<file path="src/rtl/decode_pipe.sv">
`default_nettype none
// ============================================================================
//  Module   : decode_pipe
//  Purpose  : Handshaked instruction-decode stage. Splits the instruction into
//             fields, reads two sources with writeback bypass, tracks pending
//             destination writes in a scoreboard to stall RAW/WAW hazards,
//             and holds the decoded result in a one-entry output register.
//  Revision : 1.0 - initial release
// ============================================================================
module decode_pipe #(
    parameter int          XLEN         = 32,
    parameter int          RADDR_W      = 5,
    parameter int          ADDR_W       = 26,
    parameter logic [63:0] NOWRITE_MASK = 64'h0
) (
    input  logic               clk,
    input  logic               rst,
    input  logic               in_valid,
    output logic               in_ready,
    input  logic [31:0]        in_instr,
    input  logic               flush,
    output logic [RADDR_W-1:0] rf_raddr1,
    output logic [RADDR_W-1:0] rf_raddr2,
    input  logic [XLEN-1:0]    rf_rdata1,
    input  logic [XLEN-1:0]    rf_rdata2,
    input  logic               wb_valid,
    input  logic [RADDR_W-1:0] wb_addr,
    input  logic [XLEN-1:0]    wb_data,
    output logic               out_valid,
    input  logic               out_ready,
    output logic [5:0]         out_opcode,
    output logic [5:0]         out_funct,
    output logic [RADDR_W-1:0] out_rd,
    output logic [XLEN-1:0]    out_rs_val,
    output logic [XLEN-1:0]    out_rt_val,
    output logic [XLEN-1:0]    out_imm,
    output logic [ADDR_W-1:0]  out_addr,
    output logic               out_wen
);

    localparam int NREG = 2 ** RADDR_W;

    // Output register and scoreboard state
    logic               out_valid_q;
    logic [5:0]         opcode_q;
    logic [5:0]         funct_q;
    logic [RADDR_W-1:0] rd_q;
    logic [XLEN-1:0]    rs_val_q;
    logic [XLEN-1:0]    rt_val_q;
    logic [XLEN-1:0]    imm_q;
    logic [ADDR_W-1:0]  addr_q;
    logic               wen_q;
    logic [NREG-1:0]    busy_q;
    logic [NREG-1:0]    busy_d;

    // Field extraction from the offered instruction
    logic [5:0]         w_opcode;
    logic [RADDR_W-1:0] w_rd;
    logic [RADDR_W-1:0] w_rs;
    logic [RADDR_W-1:0] w_rt;
    logic               w_wen;

    assign w_opcode  = in_instr[31:26];
    assign w_rd      = in_instr[21 +: RADDR_W];
    assign w_rs      = in_instr[16 +: RADDR_W];
    assign w_rt      = in_instr[11 +: RADDR_W];
    assign w_wen     = ~NOWRITE_MASK[w_opcode] & (w_rd != '0);
    assign rf_raddr1 = w_rs;
    assign rf_raddr2 = w_rt;

    // Hazard detection: a held producer blocks its readers until it has
    // been handed off and written back; writeback in this cycle releases.
    logic w_hold_rs, w_hold_rt, w_wb_rs, w_wb_rt, w_wb_rd;
    logic w_rs_ok, w_rt_ok, w_dst_stall, w_hazard;
    logic w_accept, w_handoff;

    assign w_hold_rs   = out_valid_q & wen_q & (rd_q == w_rs);
    assign w_hold_rt   = out_valid_q & wen_q & (rd_q == w_rt);
    assign w_wb_rs     = wb_valid & (wb_addr == w_rs);
    assign w_wb_rt     = wb_valid & (wb_addr == w_rt);
    assign w_wb_rd     = wb_valid & (wb_addr == w_rd);
    assign w_rs_ok     = (w_rs == '0) | (~w_hold_rs & (~busy_q[w_rs] | w_wb_rs));
    assign w_rt_ok     = (w_rt == '0) | (~w_hold_rt & (~busy_q[w_rt] | w_wb_rt));
    // Second write to a still-pending destination waits so writebacks stay ordered
    assign w_dst_stall = w_wen & busy_q[w_rd] & ~w_wb_rd;
    assign w_hazard    = ~w_rs_ok | ~w_rt_ok | w_dst_stall;

    assign in_ready  = ~rst & ~flush & ~w_hazard & (~out_valid_q | out_ready);
    assign w_accept  = in_valid & in_ready;
    assign w_handoff = out_valid_q & out_ready;

    // Operand selection with writeback bypass (r0 never bypassed)
    logic [XLEN-1:0] w_rs_val, w_rt_val;
    assign w_rs_val = (w_wb_rs & (w_rs != '0)) ? wb_data : rf_rdata1;
    assign w_rt_val = (w_wb_rt & (w_rt != '0)) ? wb_data : rf_rdata2;

    // Scoreboard next state: clear on writeback, set on handoff (set wins)
    always_comb begin
        busy_d = busy_q;
        if (wb_valid) begin
            busy_d[wb_addr] = 1'b0;
        end
        if (w_handoff & wen_q) begin
            busy_d[rd_q] = 1'b1;
        end
        busy_d[0] = 1'b0;
    end

    // Scoreboard register
    always_ff @(posedge clk) begin
        if (rst) begin
            busy_q <= '0;
        end else begin
            busy_q <= busy_d;
        end
    end

    // Output register: load on accept, drop on handoff or flush, else hold
    always_ff @(posedge clk) begin
        if (rst) begin
            out_valid_q <= 1'b0;
            opcode_q    <= '0;
            funct_q     <= '0;
            rd_q        <= '0;
            rs_val_q    <= '0;
            rt_val_q    <= '0;
            imm_q       <= '0;
            addr_q      <= '0;
            wen_q       <= 1'b0;
        end else begin
            out_valid_q <= w_accept | (out_valid_q & ~out_ready & ~flush);
            if (w_accept) begin
                opcode_q <= w_opcode;
                funct_q  <= in_instr[5:0];
                rd_q     <= w_rd;
                rs_val_q <= w_rs_val;
                rt_val_q <= w_rt_val;
                imm_q    <= {{(XLEN-16){in_instr[15]}}, in_instr[15:0]};
                addr_q   <= in_instr[ADDR_W-1:0];
                wen_q    <= w_wen;
            end
        end
    end

    assign out_valid  = out_valid_q;
    assign out_opcode = opcode_q;
    assign out_funct  = funct_q;
    assign out_rd     = rd_q;
    assign out_rs_val = rs_val_q;
    assign out_rt_val = rt_val_q;
    assign out_imm    = imm_q;
    assign out_addr   = addr_q;
    assign out_wen    = wen_q;

endmodule
`default_nettype wire

</file>
<file path="config.mk">
export PLATFORM = sky130hd
export DESIGN_NAME = decode_pipe
export DESIGN_NICKNAME = d
export VERILOG_FILES = /design/src/rtl/decode_pipe.sv
export SDC_FILE = /design/constraint.sdc
export NUM_CORES = 1
export LEC_CHECK = 0
export ABC_CLOCK_PERIOD_IN_PS = 5500
export CAP_MARGIN = 20
export CORE_UTILIZATION = 48
export DETAILED_ROUTE_END_ITERATION = 10
export PLACE_DENSITY = 0.86
export RECOVER_POWER = 100
export SLEW_MARGIN = 20
export SYNTH_ARGS = -nofsm -noshare
export SYNTH_HDL_FRONTEND = slang
export SYNTH_SLANG_ARGS = --single-unit
</file>
<file path="constraint.sdc">
create_clock -name clk -period 5.5 [get_ports clk]
set_input_delay 0.55 -clock clk [delete_from_list [all_inputs] [get_ports clk]]
set_output_delay 0.55 -clock clk [all_outputs]
set_load 0.005 [all_outputs]
</file>
Word-level counts from Yosys, hierarchy flattened
Memories as Yosys holds them, arrays and structs flattened.
Index checks and enable logic that the tools add are counted.
Word-level totals
  bits in registers: 157
  ROM bits: 64
  input port bits: 139
  output and inout port bits: 152
  word-level logic and storage cells: 92
  memories kept: 1
Cells by class
  magnitude comparators: 8
  eq/ne operators: 5
  multiplexer cells: 15
  bitwise logic cells: 45
  reductions and logical operators: 7
Memory list
  (no name shown): words 64, width 1, rd ports 1, clocked after memory_dff 0, wr ports 0, RTL line 67  | assign w_wen = ~NOWRITE_MASK[w_opcode] & (w_rd != '0);
Operators by type and width (number)
  two-way mux 32 bit: 4
  AND 32 bit: 1
  NOT 32 bit: 1
  bitwise OR 32 bit: 1
  < comparator 5 x 6 -> 1 bit (second input constant): 5
  equality test 5 bit: 5
  AND 1 bit: 21
  binary-select mux 1 bit (select 5 bit): 3
  nonzero test 5 bit: 3
  NOT 1 bit: 13
  demux 1 bit (select 5 bit): 2
  >= comparator 5 x 1 -> 1 bit (second input constant): 2
  logical NOT 5 bit: 2
  bitwise OR 1 bit: 8
  < comparator 6 x 7 -> 1 bit (second input constant): 1
  two-way mux 1 bit: 6
  logical AND 1 bit: 2

Depth between registers and ports, before layout
Gate-level depths: netlist (run 1).
  depth after elaboration: 14
  depth in mapped cells: 11
  gate-level depth less buffers: 8

Worst setup path after synthesis (run 1)
No wires, ideal clock.
  kind: input to output
  from: input in_instr[18]
  to: output in_ready
  arrival: 2.226 ns
  data required time: 4.950 ns
  path slack: 2.724 ns
  cell stages on the path: 8
  buffers on the path: 2
  cell sequence: clkbuf_1 > mux4_2 > mux2_2 > a221oi_2 > a2111o_1 > nand4_4 > inv_2 > buf_2
Between the ends
  longest elaborated chain between the ends: 12
  elaborated cells on any way between the ends: 18
  those cells by class: eq/ne (2); mux (2); bitwise (13); reduce/logical (1)
RTL lines
  start, declared: RTL line 20  | input logic [31:0] in_instr,
  binary-select mux 1 bit (select 5 bit): RTL line 82  | assign w_rs_ok = (w_rs == '0) | (~w_hold_rs & (~busy_q[w_rs] | w_wb_rs));
  two-way mux 1 bit (not written as such): RTL line 82
  NOT 1 bit: RTL line 82
  bitwise OR 1 bit: RTL line 82
  AND 1 bit: RTL line 82
  bitwise OR 1 bit *: RTL line 82
  NOT 1 bit *: RTL line 86  | assign w_hazard = ~w_rs_ok | ~w_rt_ok | w_dst_stall;
  bitwise OR 1 bit * (2 in a row): RTL line 86
  NOT 1 bit *: RTL line 88  | assign in_ready = ~rst & ~flush & ~w_hazard & (~out_valid_q | out_ready);
  AND 1 bit * (2 in a row): RTL line 88
  end, declared: RTL line 19  | output logic in_ready,
Mark *: on every way between the ends. The rest lies on a longest branch, timed or not. The select of a mux whose other input is x is not followed.

Worst setup path after layout (run 1)
  from: input in_instr[12]
  to: output in_ready
Between the ends
  longest elaborated chain between the ends: 12
  elaborated cells on any way between the ends: 18
  those cells by class: eq/ne (2); mux (2); bitwise (13); reduce/logical (1)
RTL lines
  binary-select mux 1 bit (select 5 bit): RTL line 83  | assign w_rt_ok = (w_rt == '0) | (~w_hold_rt & (~busy_q[w_rt] | w_wb_rt));
  two-way mux 1 bit (not written as such): RTL line 83
  NOT 1 bit: RTL line 83
  bitwise OR 1 bit: RTL line 83
  AND 1 bit: RTL line 83
  bitwise OR 1 bit *: RTL line 83
  NOT 1 bit *: RTL line 86
  bitwise OR 1 bit * (2 in a row): RTL line 86
  NOT 1 bit *: RTL line 88
  AND 1 bit * (2 in a row): RTL line 88
Marks and branches as above.

==> flow_summary.toml, run 1 <==
[global_route]
grt_overflow = 0
grt_busiest_layer = "met2"
use_met3_pct = 10.54
grt_pass1_vias = 7086
grt_max_degree = 98
track_usage_pct = 33.20
antenna_found_initial = 3
grt_pass1_wl_um = 40430
grt.met1_usage_pct = 39.09
grtUsageMet2_pct = 54.18

[critical_path]
cp_common_cell = "dlygate4sd3_1"
slowest_delay_ns = 1.08
worst_path_dominant_cell_family = "buffers and inverters"
arrival_ns = 4.15
crit_path_max_fanout = 37
worst_path_max_delay_cell = "dlygate4sd3_1"
crit_required_ns = 4.95
worstSetupPathType = "input port to output pin"
critical_path.cell_chain = "dlygate4sd3_1, mux2_2, a221oi_1, or4_1, a211o_1, nand4_4, clkinvlp_2, dlygate4sd3_1"
path_buf_inv = 3
start_kind = "input port"
endpoint_kind = "output pin"

[timing]
tns_ns = 0
worst_pin_slew_ns = 1.418
fmax_mhz = 212.6
slew-limit-headroom_pct = 5.456
skew_ns = 0.006309
hold_viol = 0
setup_slack_ns = 0.7972
rsz0062_at_grt = "no"
fin_crit_sh_pct = 85.51
layout_min_cycle_time_ns = 4.703
slew_viol_final = 0
setup_violations = 0

[placed_design]
gp_congestion = 0.9326
dp_slack_ns = 0.9308
port_buffers = 290
hpwl_um = 17940

[final_layout]
final_util_pct = 70.27
area_growth_pct = 40.30
drive_gt1_share_pct = 11.45
nets = 1166

[route]
vias = 7447
dr.pass1.iters = 7
post_drt_wl_per_cell_um = 21.32
vias_per_cell = 6.074
remaining_drc_errors = 0
ant_nets = 0
wirelength_um = 26140
drt-initial-drc-count = 539

[die]
core_area_mm2 = 0.01475
rows = 44
ios = 291
die_w_um = 126.1
start_util_pct = 50.08
dieArea_mm2 = 0.01589
die_h_um = 126.1

[logic_synthesis]
ys_types = 56
synth_top_cell_by_area = "dfxtp_1"
ys_seq_area_share_pct = 34.95
synthArstFlopShare_pct = 0
synth_cells = 843
ys_seq_elements = 129
synth.area.top_cells = "dfxtp_1 35%, a21oi_1 8.8%, mux2_2 6.2%"
synth_edf_count = 0
yosys_warnings = 0
yosysTopAreaCellShare_pct = 34.95
syn-cell-area_mm2 = 0.007390
synthesis.nets = 982
syn_area_per_cell_um2 = 8.766
synth_ff_type = "dfxtp_1"

[cts]
cts_resized = 0
ctsHoldBuffers = 0
cts_root_buf = "clkbuf_16"
clk_pin_slew_ns = 0.06
cts_buffer_depth = 2
cts_htree_levels = 4
cts_buffers = 17
postCtsSetupBuffers = 0
cts_tree = "yes"
cts_sinks = 129
clkLatencyLatePin_ns = 0.42

[run_status]
status = "finished clean"

[flow_run]
max-cap-violations = 0

[power_and_ir_drop]
peakVddDrop_uv = 207.7
powerDensity_mw_per_mm2 = 240.5
p_leak_nw = 3.811

[worst_hold_path]
hold_class = "input port to flip-flop"
synthesized netlist by cell type, types with 2 or more instances:
| master | instances |
|---|---|
| xnor2_1 | 19 |
| nor3_1 | 5 |
| a211o_1 | 2 |
| mux2i_1 | 34 |
| buf_4 | 53 |
| or4_1 | 2 |
| buf_6 | 11 |
| nand2_1 | 44 |
| a21oi_1 | 130 |
| xor2_1 | 6 |
| nand3_1 | 72 |
| nor4_1 | 5 |
| clkbuf_1 | 41 |
| or3b_2 | 2 |
| o22ai_1 | 3 |
| and2_1 | 2 |
| a211oi_1 | 13 |
| and3b_1 | 2 |
| o21ai_0 | 57 |
| dfxtp_1 | 129 |
| nand2b_1 | 5 |
| nor2_1 | 13 |
| buf_2 | 20 |
| nor2b_1 | 6 |
| mux4_2 | 17 |
| o21ai_1 | 40 |
| a211oi_2 | 18 |
| nand4_1 | 5 |
| nand3b_1 | 8 |
| buf_1 | 8 |
| mux2_2 | 41 |
| inv_1 | 6 |
worst min-delay path, delay by kind of cell:
kind	cells	cell delay (ns)
buffers and inverters	1	0.14
and+or+nand+nor	1	0.08
AOI/OAI and AO/OA	1	0.06
metrics by stage:
step	cell area, um2	power, W	hold slack, ns	cells
finish	10370	0.002493	0.4617	1226
CTS	10390	0.002513	0.4555	1223
global route	10370	0.002580	0.4568	1226
detailed placement	9791	0.001375	0.4705	1192
floorplan	7390	0.001179	0.4685	843
global placement	9791	0.001372	0.4594	1192
final timing paths:
check / startpoint / end / slack (ns) / cells after the start
setup / recovery: in_instr[12] / in_ready / 0.80 / 8
hold / removal: in_valid / out_opcode[5]$_SDFFE_PP0P_ / 0.46 / 3
setup reg to reg: busy_q[15]$_SDFF_PP0_ / out_addr[17]$_SDFFE_PP0P_ / 1.65 / 9
hold reg to reg: out_opcode[1]$_SDFFE_PP0P_ / out_opcode[1]$_SDFFE_PP0P_ / 0.47 / 2
cell usage in the layout, fill, tap and decap left out, drive strengths merged, types with 5 or more instances in the layout:
cell type	netlist	routed
nand2	44	44
xnor2	19	19
mux4	18	18
nor4	5	5
nor2	14	14
dlygate4sd3	0	154
o21ai	97	97
nand4	6	6
nand2b	5	5
mux2i	34	34
buf	92	10
a211oi	31	31
clkbuf	42	24
dfxtp	129	129
nor3	5	5
xor2	6	6
nor2b	6	6
clkdlybuf4s50	0	134
inv	7	7
mux2	41	41
nand3b	8	8
nand3	72	72
a21oi	130	130
logic make-up (layout without fill, tap and decap cells):
family	after synthesis	count (layout)	share of synthesized area, %
DFF	129	129	34.95
muxes	93	93	16.39
xor gates and xnor gates	25	25	2.963
buffers and inverters	141	337	11.33
other	0	3	0
AOI/OAI and AO/OA	277	277	21.94
and+or+nand+nor	178	178	12.43
report_power, final:
group	switching [W]	internal, W	total [W]
Clock	0.000423	0.000725	0.00115
Combinational	0.000185	0.000191	0.000376
Sequential	0.0000141	0.000955	0.000969
Total	0.000622	0.00187	0.00249
routing by layer:
layer	vias to the layer above	part of all wire, %
li1	3387	-
met1	3551	38
met2	444	47
met3	65	10
met4	0	4.3
met5	-	0
layout make-up:
cell class	instances	area, um2
clock buffers	23	498.0
clock inverters	8	100.1
repair buffers	299	2962
multi-input cells	573	3960
flip-flops and latches	129	2582
diodes	3	7.507
fillers	1189	4387
inverters	7	27.53
well taps	184	230.2
flip-flops by register name, indices dropped and copies added (netlist names):
signal,count
out_opcode,6
out_imm,10
out_wen,1
busy_q,31
out_rs_val,32
out_addr,6
out_rd,5
out_valid,1
out_funct,5
out_rt_val,32
No activity file was read; power rests on OpenSTA's default activity.
==> run 2, diff against run 1 <==
--- a/config.mk
+++ b/config.mk
@@ -7,9 +7,10 @@
 export LEC_CHECK = 0
 export ABC_CLOCK_PERIOD_IN_PS = 5500
 export CAP_MARGIN = 20
+export CORE_MARGIN = 4
 export CORE_UTILIZATION = 48
 export DETAILED_ROUTE_END_ITERATION = 10
-export PLACE_DENSITY = 0.86
+export PLACE_DENSITY = 0.9
 export RECOVER_POWER = 100
 export SLEW_MARGIN = 20
 export SYNTH_ARGS = -nofsm -noshare
==> flow_summary.toml, run 2 (synthesis gave the netlist of run 1 again) <==
[route]
vias = 7499
post_drt_wl_per_cell_um = 21.41
dr.pass1.iters = 5
wirelength_um = 26210
drt-initial-drc-count = 607
ant_nets = 0
remaining_drc_errors = 0
vias_per_cell = 6.127

[die]
die_w_um = 132.1
die_h_um = 132.1
core_area_mm2 = 0.01515
start_util_pct = 48.79
dieArea_mm2 = 0.01744
rows = 45
ios = 291

[timing]
skew_ns = 0.005454
hold_viol = 0
slew-limit-headroom_pct = -119.6
setup_violations = 0
fmax_mhz = 219.0
layout_min_cycle_time_ns = 4.567
rsz0062_at_grt = "no"
fin_crit_sh_pct = 83.03
slew_viol_final = 75
hold_slack_ns = 0.4702
tns_ns = 0
worst_pin_slew_ns = 3.293

[critical_path]
crit_required_ns = 4.95
critical_path.cell_chain = "dlygate4sd3_1, mux4_2, mux2_2, a221oi_1, a2111o_1, nand4_1, clkinvlp_2, dlygate4sd3_1"
slowest_delay_ns = 1.00
worstSetupPathType = "input port to output pin"
cp_common_cell = "dlygate4sd3_1"
path_buf_inv = 3
worst_path_max_delay_cell = "dlygate4sd3_1"
worst_path_dominant_cell_family = "buffers and inverters"
crit_path_max_fanout = 15
arrival_ns = 4.02
endpoint_kind = "output pin"
start_kind = "input port"

[final_layout]
fillCellCount = 1161
final_cells = 1224
antenna_cells = 0
final_util_pct = 67.87
nets = 1166
multi_input_area_mm2 = 0.003949
drive_gt1_share_pct = 11.20
area_growth_pct = 39.11
seq_area_mm2 = 0.002582
layout_commonest_cell = "dlygate4sd3_1"
final_cell_mix = "154 x dlygate4sd3_1, 134 x clkdlybuf4s50_1, 130 x a21oi_1, 129 x dfxtp_1, 91 x o21ai_0"

[cts]
cts_sinks = 129
ctsHoldBuffers = 0
postCtsSetupBuffers = 0
cts_root_buf = "clkbuf_16"
clkLatencyLatePin_ns = 0.41
cts_buffers = 17
clk_pin_slew_ns = 0.05
cts_tree = "yes"
cts_resized = 0
cts_buffer_depth = 2
cts_htree_levels = 4

[power_and_ir_drop]
powerDensity_mw_per_mm2 = 230.8
peakVddDrop_uv = 205.1
p_leak_nw = 3.775

[global_route]
grt_overflow = 0
grt_pass1_vias = 7296
antenna_found_initial = 0
grt_max_degree = 99
grt_pass1_wl_um = 40000
track_usage_pct = 28.68

[flow_run]
max-cap-violations = 1

[placed_design]
port_buffers = 290
placed_cells = 1196
hpwl_um = 18390
gp_congestion = 1.036

[run_status]
status = "complete, but fails checks"
violations = "capacitance limit, slew limit"

[worst_hold_path]
hold_class = "flip-flop to flip-flop"
-- run 2: cell count changes in the layout (fill, tap and decap cells not counted), moves of 2 or more --
| cell | delta |
|---|---|
| a211oi_1 | -2 |
| diode_2 | -3 |
| o21ai_1 | -34 |
| buf_4 | -4 |
| o21ai_0 | +34 |
| clkinv_2 | +2 |
| a211oi_2 | +2 |
| clkbuf_8 | -2 |
| clkbuf_2 | +2 |
-- run 2: final timing paths --
check / from / to / slack, ns / cells past startpoint
worst max-delay path: in_instr[16] / in_ready / 0.93 / 8
worst min-delay path: out_rt_val[31]$_SDFFE_PP0P_ / out_rt_val[31]$_SDFFE_PP0P_ / 0.47 / 2
worst min register to register: out_rt_val[31]$_SDFFE_PP0P_ / out_rt_val[31]$_SDFFE_PP0P_ / 0.47 / 2
worst max register to register: busy_q[15]$_SDFF_PP0_ / out_wen$_SDFFE_PP0P_ / 1.86 / 9
-- run 2: final cells by class --
| type | instances | share of cell area (%) |
|---|---|---|
| Clock inverter | 7 | 0.6086 |
| Timing Repair Buffer | 299 | 28.72 |
| Sequential cell | 129 | 25.12 |
| Multi-Input combinational cell | 573 | 38.41 |
| Inverter | 7 | 0.2678 |
| Clock buffer | 21 | 4.576 |
| Tap cell | 188 | 2.288 |
-- run 2: routing by layer --
metal  vias up  share of wire (%)  GRT usage (%)
met3        83                 11          10.04
met5         -                  0              0
met4         0                4.4          14.41
li1       3383                  -              -
met2       485                 48          47.43
met1      3548                 37          32.95
-- run 2: worst register-to-register path, cell delays in order (launching register included) --
cell and delay, ns:
dfxtp_1 0.37, mux4_2 0.49, mux2_2 0.27, a221oi_1 0.25, a2111o_1 0.14, nand4_1 0.33
clkinvlp_2 0.23, clkbuf_4 0.89, a21oi_1 0.24, a311oi_1 0.29
-- run 2: metrics by stage --
| step | setup slack [ns] | power [W] | instance area [um2] |
|---|---|---|---|
| CTS | 1.340 | 0.002401 | 10340 |
| global placement | 1.376 | 0.001369 | 9808 |
| finish | 0.9333 | 0.002373 | 10280 |
| floorplan | 2.724 | 0.001179 | 7390 |
| global route | 0.6727 | 0.002452 | 10280 |
| detailed placement | 1.355 | 0.001374 | 9808 |
-- run 2: power by group --
| group | switching, W | internal, W | leakage [nW] |
|---|---|---|---|
| clock network | 0.000391 | 0.000642 | 0.266 |
| registers | 0.0000134 | 0.000955 | 1.04 |
| logic | 0.000181 | 0.000190 | 2.47 |
| total | 0.000585 | 0.00179 | 3.78 |
